--- src/rtl/fm_readout_sched_pkg.sv ---
// Shared constants for the feature-map readout scheduler: default geometry and FSM encodings.
// Also holds a small helper that decides how weight indices are formed.
package fm_readout_sched_pkg;

    localparam int NUM_KERNELS      = 4;
    localparam int FM_ADDR_BITWIDTH = 6;
    localparam int FM_DEPTH_DEF     = 64;

    typedef logic [1:0] fsm_state_t;

    localparam fsm_state_t ST_IDLE  = 2'd0;
    localparam fsm_state_t ST_READ  = 2'd1;
    localparam fsm_state_t ST_DRAIN = 2'd2;
    localparam fsm_state_t ST_DONE  = 2'd3;

    function automatic bit is_pow2(input int n);
        return (n > 0) && ((n & (n - 1)) == 0);
    endfunction

endpackage

--- src/rtl/fm_valid_delay.sv ---
// Aligns issue-side tags {valid, last, weight index} with RAM read data.
// Latency: DEPTH cycles, fixed.
// Backpressure: none; shifts every cycle, synchronous active-low clear empties it.
module fm_valid_delay #(
    parameter int DEPTH   = 2,
    parameter int WADDR_W = 8
) (
    input  logic               clock,
    input  logic               clr_n,
    input  logic               in_vld,
    input  logic               in_last,
    input  logic [WADDR_W-1:0] in_waddr,
    output logic               out_vld,
    output logic               out_last,
    output logic [WADDR_W-1:0] out_waddr,
    output logic               pending
);

    typedef struct packed {
        logic               vld;
        logic               last;
        logic [WADDR_W-1:0] waddr;
    } tag_t;

    tag_t stage [DEPTH];

    always_ff @(posedge clock) begin
        if (!clr_n) begin
            for (int i = 0; i < DEPTH; i++) begin
                stage[i] <= '0;
            end
        end else begin
            stage[0] <= '{vld: in_vld, last: in_last, waddr: in_waddr};
            for (int i = 1; i < DEPTH; i++) begin
                stage[i] <= stage[i-1];
            end
        end
    end

    assign out_vld   = stage[DEPTH-1].vld;
    assign out_last  = stage[DEPTH-1].last;
    assign out_waddr = stage[DEPTH-1].waddr;

    // Entries still behind the output stage; the line is empty after the next edge when clear.
    always_comb begin
        pending = 1'b0;
        for (int i = 0; i < DEPTH - 1; i++) begin
            pending = pending | stage[i].vld;
        end
    end

endmodule

--- src/rtl/fm_readout_sched.sv ---
// Sweeps every feature-map buffer through the read mux into the matrix-multiply array.
// Latency: pixel_valid follows each issued read by RAM_LATENCY cycles; done one cycle after last pixel.
// Backpressure: mm_ready low stalls issue (address holds); reads already in flight still emerge.
module fm_readout_sched
    import fm_readout_sched_pkg::*;
#(
    parameter int NUM_KERNELS = fm_readout_sched_pkg::NUM_KERNELS,
    parameter int FM_DEPTH    = FM_DEPTH_DEF,
    parameter int ADDR_W      = FM_ADDR_BITWIDTH,
    parameter int SEL_W       = 2,
    parameter int WADDR_W     = 8,
    parameter int RAM_LATENCY = 2
) (
    input  logic               clock,
    input  logic               reset,
    input  logic               buffer_full,
    input  logic               mm_ready,
    output logic [SEL_W-1:0]   ram_select,
    output logic [ADDR_W-1:0]  rd_addr,
    output logic               pixel_valid,
    output logic [WADDR_W-1:0] weight_addr,
    output logic               last_pixel,
    output logic               busy,
    output logic               done,
    output logic               buffer_release
);

    localparam logic [ADDR_W-1:0] ADDR_MAX = ADDR_W'(FM_DEPTH - 1);
    localparam logic [SEL_W-1:0]  SEL_MAX  = SEL_W'(NUM_KERNELS - 1);

    fsm_state_t         state;
    logic               issue;
    logic               issue_last;
    logic [WADDR_W-1:0] issue_waddr;
    logic [WADDR_W-1:0] tag_waddr;
    logic               tail_pending;

    assign issue      = (state == ST_READ) && mm_ready;
    assign issue_last = issue && (ram_select == SEL_MAX) && (rd_addr == ADDR_MAX);

    always_ff @(posedge clock) begin
        if (!reset) begin
            state      <= ST_IDLE;
            ram_select <= '0;
            rd_addr    <= '0;
        end else begin
            case (state)
                ST_IDLE: begin
                    if (buffer_full) begin
                        state      <= ST_READ;
                        ram_select <= '0;
                        rd_addr    <= '0;
                    end
                end
                ST_READ: begin
                    // The final issue leaves sel/addr at their last values for DRAIN and DONE.
                    if (issue_last) begin
                        state <= ST_DRAIN;
                    end else if (issue) begin
                        if (rd_addr == ADDR_MAX) begin
                            rd_addr    <= '0;
                            ram_select <= ram_select + SEL_W'(1);
                        end else begin
                            rd_addr <= rd_addr + ADDR_W'(1);
                        end
                    end
                end
                ST_DRAIN: begin
                    if (!tail_pending) begin
                        state <= ST_DONE;
                    end
                end
                ST_DONE: begin
                    state <= ST_IDLE;
                end
                default: begin
                    state <= ST_IDLE;
                end
            endcase
        end
    end

    generate
        if (is_pow2(FM_DEPTH)) begin : g_concat
            localparam int LOG2_D = $clog2(FM_DEPTH);
            assign issue_waddr = (WADDR_W'(ram_select) << LOG2_D) | WADDR_W'(rd_addr);
        end else begin : g_count
            // Non power-of-two depth: sel*FM_DEPTH+addr is just the running issue count.
            logic [WADDR_W-1:0] waddr_cnt;
            always_ff @(posedge clock) begin
                if (!reset || (state == ST_IDLE)) begin
                    waddr_cnt <= '0;
                end else if (issue) begin
                    waddr_cnt <= waddr_cnt + WADDR_W'(1);
                end
            end
            assign issue_waddr = waddr_cnt;
        end
    endgenerate

    assign tag_waddr = issue ? issue_waddr : '0;

    fm_valid_delay #(
        .DEPTH   (RAM_LATENCY),
        .WADDR_W (WADDR_W)
    ) u_valid_delay (
        .clock     (clock),
        .clr_n     (reset),
        .in_vld    (issue),
        .in_last   (issue_last),
        .in_waddr  (tag_waddr),
        .out_vld   (pixel_valid),
        .out_last  (last_pixel),
        .out_waddr (weight_addr),
        .pending   (tail_pending)
    );

    assign busy           = (state == ST_READ) || (state == ST_DRAIN);
    assign done           = (state == ST_DONE);
    assign buffer_release = (state == ST_DONE);

endmodule

--- config.mk ---
export PLATFORM = sky130hd
export DESIGN_NAME = fm_readout_sched
export DESIGN_NICKNAME = d
export VERILOG_FILES = /design/src/rtl/fm_readout_sched_pkg.sv /design/src/rtl/fm_valid_delay.sv /design/src/rtl/fm_readout_sched.sv
export SDC_FILE = /design/constraint.sdc
export NUM_CORES = 1
export LEC_CHECK = 0
export CAP_MARGIN = 20
export CORE_ASPECT_RATIO = 1.5
export CORE_MARGIN = 2
export CORE_UTILIZATION = 49
export CTS_CLUSTER_DIAMETER = 80
export DETAILED_ROUTE_END_ITERATION = 7
export PLACE_DENSITY_LB_ADDON = 0.08
export SKIP_CTS_REPAIR_TIMING = 1
export SLEW_MARGIN = 20
export SYNTH_ARGS = -nofsm -noshare
export SYNTH_HDL_FRONTEND = slang
export SYNTH_SLANG_ARGS = --single-unit
--- constraint.sdc ---
create_clock -name clock -period 1.85 [get_ports clock]
set_input_delay 0.37 -clock clock [delete_from_list [all_inputs] [get_ports clock]]
set_output_delay 0.37 -clock clock [all_outputs]
set_load 0.05 [all_outputs]
; ---- After elaboration in Yosys (flattened, before gate mapping)
; Memories as Yosys holds them, arrays and structs flattened.
; Index checks and enable logic that the tools add are counted.
[totals]
reg_bits = 10
latchBits = 0
mem_bits_rw = 20
romBits = 0
output_inout_bits = 21
word_cells = 48
memories = 1
[mem_list]
columns = name, depth, width, rd, rd_clocked_by_memory_dff, wr, line_no
row1 = u_valid_delay.stage, 2, 10, 2, 0, 2, fm_valid_delay.sv:25  ; tag_t stage [DEPTH];
[op_classes]
n_addsub = 2
n_mul = 0
div = 0
order_cmp = 0
n_eq_ne = 11
n_shift = 0
mux = 19
bitwise_logic = 3
n_reduce_logical = 9
[op_table]
columns = cell, count
row1 = $mux W6, 4
row2 = $mux W10, 2
row3 = $mux W2, 7
row4 = $pmux W6 S2, 1
row5 = $mux W8, 1
row6 = $ne A2 B2 Y1 const B, 4
row7 = $or A8 B6 Y8, 1
row8 = $pmux W2 S4, 1
row9 = $add A6 B1 Y6 const B, 1
row10 = $eq A2 B2 Y1 const B, 3
row11 = $eq A6 B6 Y1 const B, 1
row12 = $reduce_and A5 Y1, 1
row13 = $ne A2 B1 Y1 const B, 2
row14 = $pmux W2 S2, 1
row15 = $reduce_and A4 Y1, 1
row16 = $logic_and A1 B1 Y1, 3
row17 = $reduce_and A3 Y1, 1
row18 = $add A2 B1 Y2 const B, 1
row19 = $eq A2 B1 Y1 const B, 1
row20 = $logic_not A2 Y1, 1
row21 = $mux W1, 2
row22 = $or A1 B1 Y1, 2
row23 = $reduce_bool A2 Y1, 1
row24 = $logic_or A1 B1 Y1, 1

; ---- Longest topological paths before layout
; Gate-level depths: netlist of the first run.
[depth]
word_depth = 6
mapped_depth = 7

; ---- Modules after synthesis
; A second synthesis of the first run with hierarchy kept.
[hier_totals]
hier_cells = 137
area_unflattened_um2 = 1315.0
[by_module_without_submodules]
columns = module, n_inst, cells_each, area_each_um2
row1 = fm_readout_sched, 1, 87, 693.2
row2 = fm_valid_delay, 1, 50, 621.8

; ---- Least setup slack after synthesis of the first run
; No wires, ideal clock.
[synth_path]
kind = flip-flop to flip-flop
from = reg rd_addr[0]
to = reg ram_select[0]
setup_ns = 0.086
arrival_time_ns = 1.773
t_required_ns = 1.764
path_slack_ns = -0.009
path_stages_with_launch = 5
n_path_buf = 0
cell_sequence = dfxtp_1 ha_1 nand3_2 or3_4 a221oi_2
[synth_via]
elab_chain_len = 4
[synth_lines]
columns = item, line_no
row1 = start: declaration, fm_readout_sched.sv:19  ; output logic [ADDR_W-1:0] rd_addr,
row2 = start signal: assignment, fm_readout_sched.sv:64  ; rd_addr <= rd_addr + ADDR_W'(1);
row3 = $eq A6 B6 Y1 *, "fm_readout_sched.sv:39, fm_readout_sched.sv:60"
row4 = $logic_and A1 B1 Y1, fm_readout_sched.sv:39  ; assign issue_last = issue && (ram_select == SEL_MAX) && (rd_addr == ADDR_MAX);
row5 = $ne A2 B2 Y1 (no source line), --
row6 = $reduce_and A5 Y1 (no source line) *, --
row7 = end signal: assignment, fm_readout_sched.sv:62  ; ram_select <= ram_select + SEL_W'(1);
row8 = end: declaration, fm_readout_sched.sv:18  ; output logic [SEL_W-1:0] ram_select,
; Mark *: on every way between the ends. The rest lies on a longest branch, timed or not.
; A chain may end at the register's enable or synchronous reset.

==> run summary, run 1 <==
The run finished with clean final reports. STA puts the critical path data required time at 1.48 ns. Element type at the critical path end: a primary output. For the initial core utilization, the log shows 50.7%. In the final layout, the multi-input gates occupy 526 sq um. The synthesized design contains 30 register bits. At the end of the flow the core is filled with cells to 63.1%. For the initial antenna violation count, the log shows 0. The tools report the via count of the first global-routing pass as 866. The post-synthesis simple-gate area fraction came out at 25.4%. The largest driver fanout on the critical path is 1, and the total I/O pin count is 25.

The run gives 556 MHz as the peak clock frequency supported by timing. CTS saw 30 sinks. The number of distinct library cell variants in the gate-level netlist after synthesis came out at 33.

The count of warnings emitted by yosys came out at 0. The max-slew violation total from the final report was 0. For the maximum vdd ir drop, the log shows 0.000916 V.

At the end of routability-driven placement, the weighted congestion stood at 0.916. The run gives 0 as the count of maximum capacitance violations. Cells with a size suffix above 1 make up 24.8% of the layout. Measured along the x axis, the die boundary spans 44.9 microns. The routed wirelength normalized by instance count is 13.1 microns. The gate family responsible for the most delay along the worst path was buffers and inverters. The tools report the remaining global-route overflow as 0. After the last flow step, the layout net total stands at 163. The clock network burns 20.5% of the power. By area, the combinational part of the netlist is dominated by simple AND/OR/NAND/NOR gates. The overall routing resource usage is 18.6%.

The run gives 48.9% as the sequential fraction of the synthesis area. The switching component of the power was 0.607 mW; the final-report hold violation count was 0. The synthesized netlist devotes 9.68% of its cell area to compound gates.

The overall routed net length was 2310 microns; the stage delay of the slowest cell on the critical path was 0.79 ns. Setup repair after global routing left no endpoint under its margin. Across all setup checks in the final design, the least slack found is 0.0526 ns. The synthesized instance count came out at 125.

Setup violations remaining at the end of the flow were counted as 0. The core region is 2420 sq um. The period utilization was 97.2%. The remaining max-slew budget at the tightest pin is 66.9%. The tools report the violation count after the first detailed-routing iteration as 33. TritonCTS built the clock tree.

The multiplexer fraction of the synthesized cell area works out to 1.63%. The maximum level of the CTS H-tree was 2. Entering global routing, the biggest net connects 17 pins. The buffer and inverter count on the worst path was 1; the xor-xnor portion of the synthesized cell area was 0%. The logs give 135 for the synthesized net count and 0.0126 ns for the final worst clock skew. The minimum period implied by the final worst setup slack was 1.80 ns. The run gives 2930 sq um as the area of the die. The number of antenna diodes in the final layout is 0. The quantity of I/O buffers inserted on ports is 24, and the pin slew with the least headroom to its limit is 0.496 ns. The number of clock buffers inserted by TritonCTS is 5. The global-route wire length before repair was 3870 microns. The number of search-and-repair iterations in the first detailed-routing pass came out at 4. For the internal power consumption, the log shows 1.09 mW. The tools report the startpoint type of the worst setup path as a register. In the routed layout, each cell is associated on average with a via count of 5.42.

The area growth from synthesis to layout works out to 24.5%. The critical path goes through clkdlybuf4s50_1. The logs give 22 for the site row count and 2 for the deepest clock path buffer count.

The filler cells instantiated in the layout total 214. Registers take 604 sq um. The critical path is of the reg2out type. The vertical die dimension is 65.3 microns. The power share of the sequential group was 42.0%; the register clock-pin slew on the reported worst setup and hold paths was 0.09 ns. Timing analysis after detailed placement gives a worst setup slack of -0.128 ns. The mean instance size in the synthesized netlist was 9.82 sq um. Summing over every cut layer, the via total after detailed routing is 960.

For this design the static power due to leakage is 0.656 nW. The tree is rooted in a sky130_fd_sc_hd__clkbuf_4. The post-route antenna net violation count was 0; the switching share of power was 35.7%. Summed over all nets, the half-perimeter wirelength after detailed placement is 1690 microns. For the logic gate share of total power, the log shows 37.5%.

The tightest min-delay check is of the reg2reg type. Dividing total power by cell area gives a power density of 1110 nW/um^2. For the worst-skew pair, the clock arrives at the later sink with an insertion delay of 0.32 ns. For the number of remaining DRC errors, the log shows 0. Summed instance area of the synthesized netlist: 1230 sq um. The largest individual stage delay along the critical path comes from the cell sky130_fd_sc_hd__clkdlybuf4s50_1. Summing the areas of all fa, ha and maj instances in the mapped netlist gives 6.12% of the synthesized area. For the worst setup path, the data arrival time is 1.43 ns.
==> layout by cell type, fill, tap and decap left out, drive strengths merged, types with 2 or more instances in the layout <==
master / n
a31oi: 3
clkinv: 2
nand2: 11
and2: 18
nor2: 4
buf: 21
inv: 4
mux2i: 2
a21oi: 3
nand3: 7
nand4: 2
o221ai: 2
dfxtp: 30
clkdlybuf4s50: 11
clkbuf: 5
ha: 6
o21ai: 5
nor3: 4
==> registers in the layout, summed over array words and instances, names as in the netlist <==
| signal | cells |
|---|---|
| u_valid_delay.stage | 20 |
| ram_select | 2 |
| state | 2 |
| rd_addr | 6 |
==> synth_stat cells, drive strengths merged <==
cell	count	area share [%]
nor3b	1	0.61
or3	1	0.92
clkbuf	2	0.61
nor2	4	1.2
o2bb2ai	1	0.71
buf	10	6.4
nand2b	1	0.51
and2b	1	0.82
o21a	1	0.61
nand2	11	4.0
nand4	2	1.0
inv	4	1.2
a21oi	3	1.2
a31oi	3	1.5
dfxtp	30	49
o221ai	2	1.4
nor4	1	0.51
ha	6	6.1
and3	1	0.51
mux2i	2	1.6
a221oi	1	1.2
or2	1	0.51
and2	18	9.3
nand3b	1	0.61
o21ai	5	2.3
o21bai	1	0.61
nand3	7	3.3
nor3	4	1.6
==> final timing paths <==
kind	startpoint	slack, ns	endpoint	cells after the start
max	u_valid_delay.stage[0][19]$_SDFF_PN0_	0.05	pixel_valid	1
max reg2reg	state[0]$_SDFFE_PN0P_	0.07	ram_select[0]$_SDFFE_PN0P_	6
min	u_valid_delay.stage[0][5]$_SDFF_PN0_	0.44	u_valid_delay.stage[0][15]$_SDFF_PN0_	1
min reg2reg	u_valid_delay.stage[0][5]$_SDFF_PN0_	0.44	u_valid_delay.stage[0][15]$_SDFF_PN0_	1
==> per-stage QoR <==
stage	instance area (sq um)	hold WS [ns]	instances	total power, mW	TNS [ns]
after floorplan	1230	0.412	125	1.13	0
after global placement	1480	0.413	170	1.35	-0.157
after detailed placement	1480	0.419	170	1.36	-0.614
after CTS	1520	0.439	177	1.71	0
after global routing	1530	0.461	177	1.79	0
final	1530	0.435	177	1.70	0
==> logic make-up (layout without fill, tap and decap cells) <==
| group | Yosys count | count (layout) |
|---|---|---|
| and+or+nand+nor | 54 | 54 |
| DFF | 30 | 30 |
| AOI/OAI and AO/OA | 17 | 17 |
| buffers and inverters | 16 | 44 |
| adders and majority gates | 6 | 6 |
| muxes | 2 | 2 |
==> layer usage <==
| layer | GRT usage, % | share of wire (%) |
|---|---|---|
| met1 | 20.8 | 40 |
| met2 | 27.7 | 50 |
| met3 | 6.32 | 7.6 |
| met4 | 14.7 | 2.6 |
| met5 | 0 | 0 |
==> power groups by stage <==
stage	Sequential, mW	Clock (mW)	Combinational (mW)
6_report	0.714	0.349	0.638
4_1_cts	0.710	0.359	0.640
3_3_place_gp	0.722	0	0.623
5_1_grt	0.721	0.390	0.680
2_1_floorplan	0.739	0	0.388
3_5_place_dp	0.724	0	0.639
==> final cells by class <==
| cell class | instances | area share (%) |
|---|---|---|
| Clock inverter | 2 | 0.655 |
| Timing Repair Buffer | 33 | 20.0 |
| Sequential cell | 30 | 39.6 |
| Clock buffer | 5 | 2.46 |
| Inverter | 4 | 0.983 |
| Multi-Input combinational cell | 79 | 34.4 |
| Tap cell | 24 | 1.97 |
Note: power is estimated with default switching activity, not from simulation.
==> run 2: changes to the inputs <==
--- a/config.mk
+++ b/config.mk
@@ -12,6 +12,7 @@
 export CTS_CLUSTER_DIAMETER = 80
 export DETAILED_ROUTE_END_ITERATION = 7
 export PLACE_DENSITY_LB_ADDON = 0.08
+export SETUP_SLACK_MARGIN = 0.1
 export SKIP_CTS_REPAIR_TIMING = 1
 export SLEW_MARGIN = 20
 export SYNTH_ARGS = -nofsm -noshare
==> run summary, run 2 (synthesis results as in run 1) <==
Area growth from synthesis to layout: 26.5%. The number of diodes added for antenna fixing came out at 0. The class of the worst hold path was reg2reg. Based on the critical path, the design can be clocked at up to 570 MHz.

Setup repair after global routing could not meet its margin everywhere. The via count of the first global-routing pass is 838, and the number of cells traversed by the worst hold path is 1. For the pin with the worst max-slew slack, the measured transition is 0.503 ns. In this run the most critical hold path is launched from u_valid_delay.stage[0][6]$_SDFF_PN0_. The number of flip-flops in the largest register was 20; the least setup slack across all paths after layout was 0.0965 ns. The width of the die works out to 44.9 microns. Category of the most critical setup path: reg2reg. The placed instances occupy a cell area of 1470 sq um. Prior to clock tree synthesis, the placed netlist has a worst setup slack of -0.126 ns. The tools report the overall routed net length as 2190 microns. For the net count of the finished layout, the log shows 159.

For the final worst clock skew, the log shows 0.00675 ns. For the deepest clock path buffer count, the log shows 2. TritonCTS built the clock tree. The post-route antenna net violation count came out at 0. The detailed router placed 930 vias in this run.

The HPWL after detailed placement is 1630 microns. The count of cells in the finished layout, fillers not included, comes to 174. After global routing, the most crowded layer is met2. The quantity of I/O buffers inserted on ports is 24. The fraction of met1 tracks used by global routing is 17.7%, and the violation count after the first detailed-routing iteration is 18. The run gives 0 ns as the setup total negative slack. Setup violations remaining at the end of the flow were counted as 0. In this run the worst path has a maximum fanout of 4. Capture instance of the worst register-to-register path: ram_select[0]$_SDFFE_PN0P_. Power spread over the standard cell area amounts to 1120 nW/um^2. Clock-pin slew was measured on the worst setup and hold paths at 0.09 ns. In the global route stage, met2 resource usage came out at 29.0%. STA classifies the critical path startpoint as a register. For the latest clock arrival within the worst-skew pair, the log shows 0.32 ns. The worst-case register-to-register setup slack was 0.1 ns. In the routed layout, each cell is associated on average with a via count of 5.34. Initial antenna violation count: 0.

For the multi-input logic area, the log shows 526 sq um. Global routing used 16.9% of the available tracks across all layers. The number of filler cells placed in the layout is 220. The first global-routing pass estimated 3580 microns of wire. The initialized floorplan defines 22 standard-cell rows. At the worst endpoint, the required time is 2.09 ns. The worst setup path is captured at a register. The maximum number of pins on one net before global-route repair was 24; the routed wirelength normalized by instance count was 12.6 microns. In this run the clock root is driven by a sky130_fd_sc_hd__clkbuf_4. CTS built an H-tree with a depth of 2. The commonest non-fill, non-tap cell in the layout is sky130_fd_sc_hd__dfxtp_1.

The run gives 66.4% as the remaining max-slew budget at the tightest pin. The arrival time of the worst setup path was 1.99 ns. The largest registers in the layout are u_valid_delay.stage: 20 flops, rd_addr: 6 flops. In the layout the commonest cells are sky130_fd_sc_hd__dfxtp_1 (23), sky130_fd_sc_hd__and2_1 (17), sky130_fd_sc_hd__buf_4 (13), sky130_fd_sc_hd__nand2_1 (10), sky130_fd_sc_hd__dlymetal6s2s_1 (10). The tools report the maximum vdd ir drop as 0.00124 V. For this design, the sink count on the clock tree is 30. The number of search-and-repair iterations in the first detailed-routing pass came out at 4. Ranked by flip-flop count, first place goes to u_valid_delay.stage. For this run the aggregate overflow at the end of global routing stands at 0. For the final-report hold violation count, the log shows 0.

The initial core utilization was 50.7%; the vertical die dimension was 65.3 microns. Across the run, the number of max-cap violations was 0. In this run the count of I/O pins placed on the die edge is 25. The minimum period implied by the final worst setup slack was 1.75 ns. In this run the critical register-to-register path is launched from state[0]$_SDFFE_PN0P_.

The number of placed cells counting well taps is 166. For the area of the die, the log shows 2930 sq um. Summing internal, switching and leakage power gives 1.74 mW. Cells with a size suffix above 1 make up 24.7% of the layout. The flow ran to the end, and the final reports show no timing, DRC or antenna violations. Registers take 609 sq um. Summed over all cells, the static leakage comes to 0.812 nW. The tools report the capture endpoint of the worst hold path as u_valid_delay.stage[0][16]$_SDFF_PN0_. The logs give 0 for the number of remaining DRC errors and 2420 sq um for the area of the placeable core. The depth of the most critical reg-to-reg path is 6. In the global route stage, met3 resource usage came out at 4.95%.

Counting the buffers created by CTS gives 5. The tools report the routability congestion estimate from global placement as 0.835. The period utilization came out at 94.8%.

The tools report the max-slew violation total from the final report as 0. Summing all non-filler instances in the final layout gives an area of 1550 sq um.
-- run 2: per-stage QoR --
step / utilization [%] / hold slack, ns
2_1_floorplan: - / 0.412
3_3_place_gp: 60.5 / 0.414
3_5_place_dp: 60.5 / 0.419
4_1_cts: 63.0 / 0.441
5_1_grt: 64.1 / 0.452
6_report: 64.1 / 0.438
-- run 2: worst max path at each step --
stage,from,slack [ns],cells after the start,to
2_1_floorplan,state[0]$_SDFFE_PN0P_,0.15,6,ram_select[0]$_SDFFE_PN0P_
3_3_place_gp,buffer_full,-0.09,5,ram_select[0]$_SDFFE_PN0P_
3_5_place_dp,buffer_full,-0.13,5,ram_select[0]$_SDFFE_PN0P_
4_1_cts,u_valid_delay.stage[0][18]$_SDFF_PN0_,0.03,1,last_pixel
5_1_grt,state[0]$_SDFFE_PN0P_,0.009,6,ram_select[0]$_SDFFE_PN0P_
6_report,state[0]$_SDFFE_PN0P_,0.1,6,ram_select[0]$_SDFFE_PN0P_
-- run 2: critical path, stage by stage, from the launching register on --
cell,delay [ns]
sky130_fd_sc_hd__dfxtp_2,0.37
sky130_fd_sc_hd__inv_1,0.06
sky130_fd_sc_hd__ha_1,0.23
sky130_fd_sc_hd__and2b_4,0.17
sky130_fd_sc_hd__or2_1,0.24
sky130_fd_sc_hd__or3_4,0.34
sky130_fd_sc_hd__a221oi_2,0.26
-- run 2: power by group --
part | internal (mW) | switching, mW | leakage (nW)
combinational | 0.277 | 0.356 | 0.531
clock | 0.184 | 0.212 | 0.0353
sequential | 0.682 | 0.0314 | 0.245
-- run 2: layout make-up --
cell class | count | share of cell area (%)
clock buffer | 7 | 3.55
timing repair buffer | 29 | 20.1
clock inverter | 1 | 0.322
sequential | 30 | 39.2
multi-input combinational | 79 | 33.8
tap | 24 | 1.93
inverter | 4 | 0.967
-- run 2: routing by layer --
layer / up-vias / part of all wire [%]
met5: - / 0
met4: 0 / 1.7
met3: 4 / 5.5
met2: 22 / 54
met1: 437 / 39
li1: 467 / -
==> run 3: changes to the inputs <==
--- a/config.mk
+++ b/config.mk
@@ -6,7 +6,6 @@
 export NUM_CORES = 1
 export LEC_CHECK = 0
 export CAP_MARGIN = 20
-export CORE_ASPECT_RATIO = 1.5
 export CORE_MARGIN = 2
 export CORE_UTILIZATION = 49
 export CTS_CLUSTER_DIAMETER = 80
@@ -18,3 +17,4 @@
 export SYNTH_ARGS = -nofsm -noshare
 export SYNTH_HDL_FRONTEND = slang
 export SYNTH_SLANG_ARGS = --single-unit
+export TNS_END_PERCENT = 10
==> run summary, run 3 (synthesis results as in run 1) <==
The run finished with clean final reports. Detailed placement ended at an HPWL of 1650 microns. In this run the deepest clock path goes through 2 buffers.

TritonCTS built the clock tree. Clock-pin slew was measured on the worst setup and hold paths at 0.10 ns. In the layout the commonest cells are sky130_fd_sc_hd__dfxtp_1 (23), sky130_fd_sc_hd__and2_1 (17), sky130_fd_sc_hd__buf_4 (14), sky130_fd_sc_hd__nand2_1 (10), sky130_fd_sc_hd__dlymetal6s2s_1 (10). Along the worst path, the maximum fanout reaches 4.

The first global-routing pass estimated 3700 microns of wire. The number of remaining DRC errors was 0; the initial core utilization was 50.5%. On the worst path, the slowest cell contributes a delay of 0.37 ns. Counting flops per register, the top entry is u_valid_delay.stage.

Among all stages on the critical path, the largest delay is contributed by sky130_fd_sc_hd__dfxtp_4. The net count of the finished layout is 160, and the arrival time of the worst setup path is 1.91 ns. From left edge to right edge, the die measures 54.1 microns. After filler insertion, the fill cell instance count of the layout stands at 204. The run gives 1560 sq um as the area of all placed cells without fillers. Clock tree synthesis selected as its root buffer the cell sky130_fd_sc_hd__clkbuf_4.

Power comes to 1.74 mW. The run gives 0.0103 ns as the final worst clock skew. In the finished design, the share of the clock period the worst path needs comes to 89.1%. The final-report hold violation count was 0; the multi-input logic area was 531 sq um. The via density per instance came out at 5.16. The run gives 0 as the max-slew violation total from the final report. The worst setup path is launched from a register. Summed over all cells, the static leakage comes to 0.813 nW. Setup repair after global routing left no endpoint under its margin.

The maximum level of the CTS H-tree is 2, and the overall routing resource usage is 18.4%. Summing all flip-flop and latch instances after layout gives 612 sq um. The number of flip-flops in the largest register came out at 20. The cell area power density was 1110 nW/um^2. The placed instances occupy a cell area of 1480 sq um.

For this block, the routed nets add up to 2350 microns of wire. Latest clock arrival within the worst-skew pair: 0.33 ns. The via count of the first global-routing pass was 830; the area growth from synthesis to layout was 27.3%. The element type at the critical path end is a register. Static timing analysis puts the maximum clock frequency at 607 MHz. For this block, the initial DRC count from the detailed router was 14. The critical path goes through inv_1 -> ha_2 -> and2b_4 -> or2_4 -> or3_4 -> a221oi_2. The logs give 0 for the initial antenna violation count and 25 for the total I/O pin count. The buffer and inverter count on the worst path was 1; the remaining global-route overflow was 0. In this run the remaining antenna-violating nets after routing total 0. The number of clock buffers inserted by TritonCTS was 5; the count of final setup violators was 0. Least setup slack across all paths after layout: 0.202 ns. The library cell used most frequently in the layout, excluding fill and tap cells, is sky130_fd_sc_hd__dfxtp_1.

For the number of search-and-repair iterations in the first detailed-routing pass, the log shows 4. The logs give 30 for the number of clock sinks and 24 for the maximum number of pins on one net before global-route repair. The clock period could shrink to 1.65 ns.

In the final routed layout, each cell accounts on average for 13.1 microns. The worst pin sits at a relative slew slack of 66.5%. The vertical die dimension is 54.1 microns.

For the pin with the worst max-slew slack, the measured transition is 0.501 ns. On the critical path the largest part of the delay comes from simple AND/OR/NAND/NOR gates. IR analysis of the VDD net gives a maximum drop of 0.00131 V. The required time at the worst-slack endpoint was 2.11 ns; the quantity of I/O buffers inserted on ports was 24.

OpenSTA, run right after detailed placement, puts the worst setup slack at -0.132 ns. The tool flagged a number of max-cap violations equal to 0. The min-delay analysis places its worst path in the category reg2reg. The number of antenna diodes in the final layout is 0. Routability-driven placement finished with a final weighted congestion of 0.820. The routed layout has 928 vias. Summed over all failing endpoints, the final setup total negative slack is 0 ns. The worst setup path is of the reg2reg kind. The area of the placeable core is 2430 sq um, and the site row count is 18.

The largest registers in the layout are u_valid_delay.stage: 20 flops, rd_addr: 6 flops. The die covers 2920 sq um. The fraction of final layout cells sized beyond drive strength 1 came out at 26.7%.
==> run 3: cell type report <==
cell class	instances	area share [%]
multi-input cells	79	33.9
flip-flops and latches	30	39.2
well taps	30	2.40
clock inverters	2	0.641
repair buffers	30	20.5
clock buffers	5	2.40
inverters	4	0.961
==> run 3: stage by stage <==
step	hold slack (ns)	std cells	utilization (%)
final	0.438	180	64.2
after global routing	0.448	180	64.2
after CTS	0.442	180	62.8
after detailed placement	0.418	173	60.9
after global placement	0.414	173	60.9
after floorplan	0.412	125	-
==> run 3: report_power, final <==
group | internal, mW | switching [mW]
clock | 0.136 | 0.218
combinational | 0.303 | 0.362
sequential | 0.685 | 0.0329
total | 1.12 | 0.613
==> run 3: layer usage <==
layer  GRT usage (%)  vias to the layer above  part of all wire (%)
met5               0                        -                     0
met4            7.50                        0                   2.0
met3            7.78                        6                   6.4
met2            31.5                       25                    49
met1            20.0                      432                    42
li1                -                      465                     -
==> run 3: final timing paths <==
path / startpoint / endpoint / slack [ns] / depth (start not counted)
hold / removal: u_valid_delay.stage[0][5]$_SDFF_PN0_ / u_valid_delay.stage[0][15]$_SDFF_PN0_ / 0.44 / 1
setup reg to reg: state[0]$_SDFFE_PN0P_ / ram_select[0]$_SDFFE_PN0P_ / 0.20 / 6
hold reg to reg: u_valid_delay.stage[0][5]$_SDFF_PN0_ / u_valid_delay.stage[0][15]$_SDFF_PN0_ / 0.44 / 1
setup / recovery: state[0]$_SDFFE_PN0P_ / ram_select[0]$_SDFFE_PN0P_ / 0.20 / 6
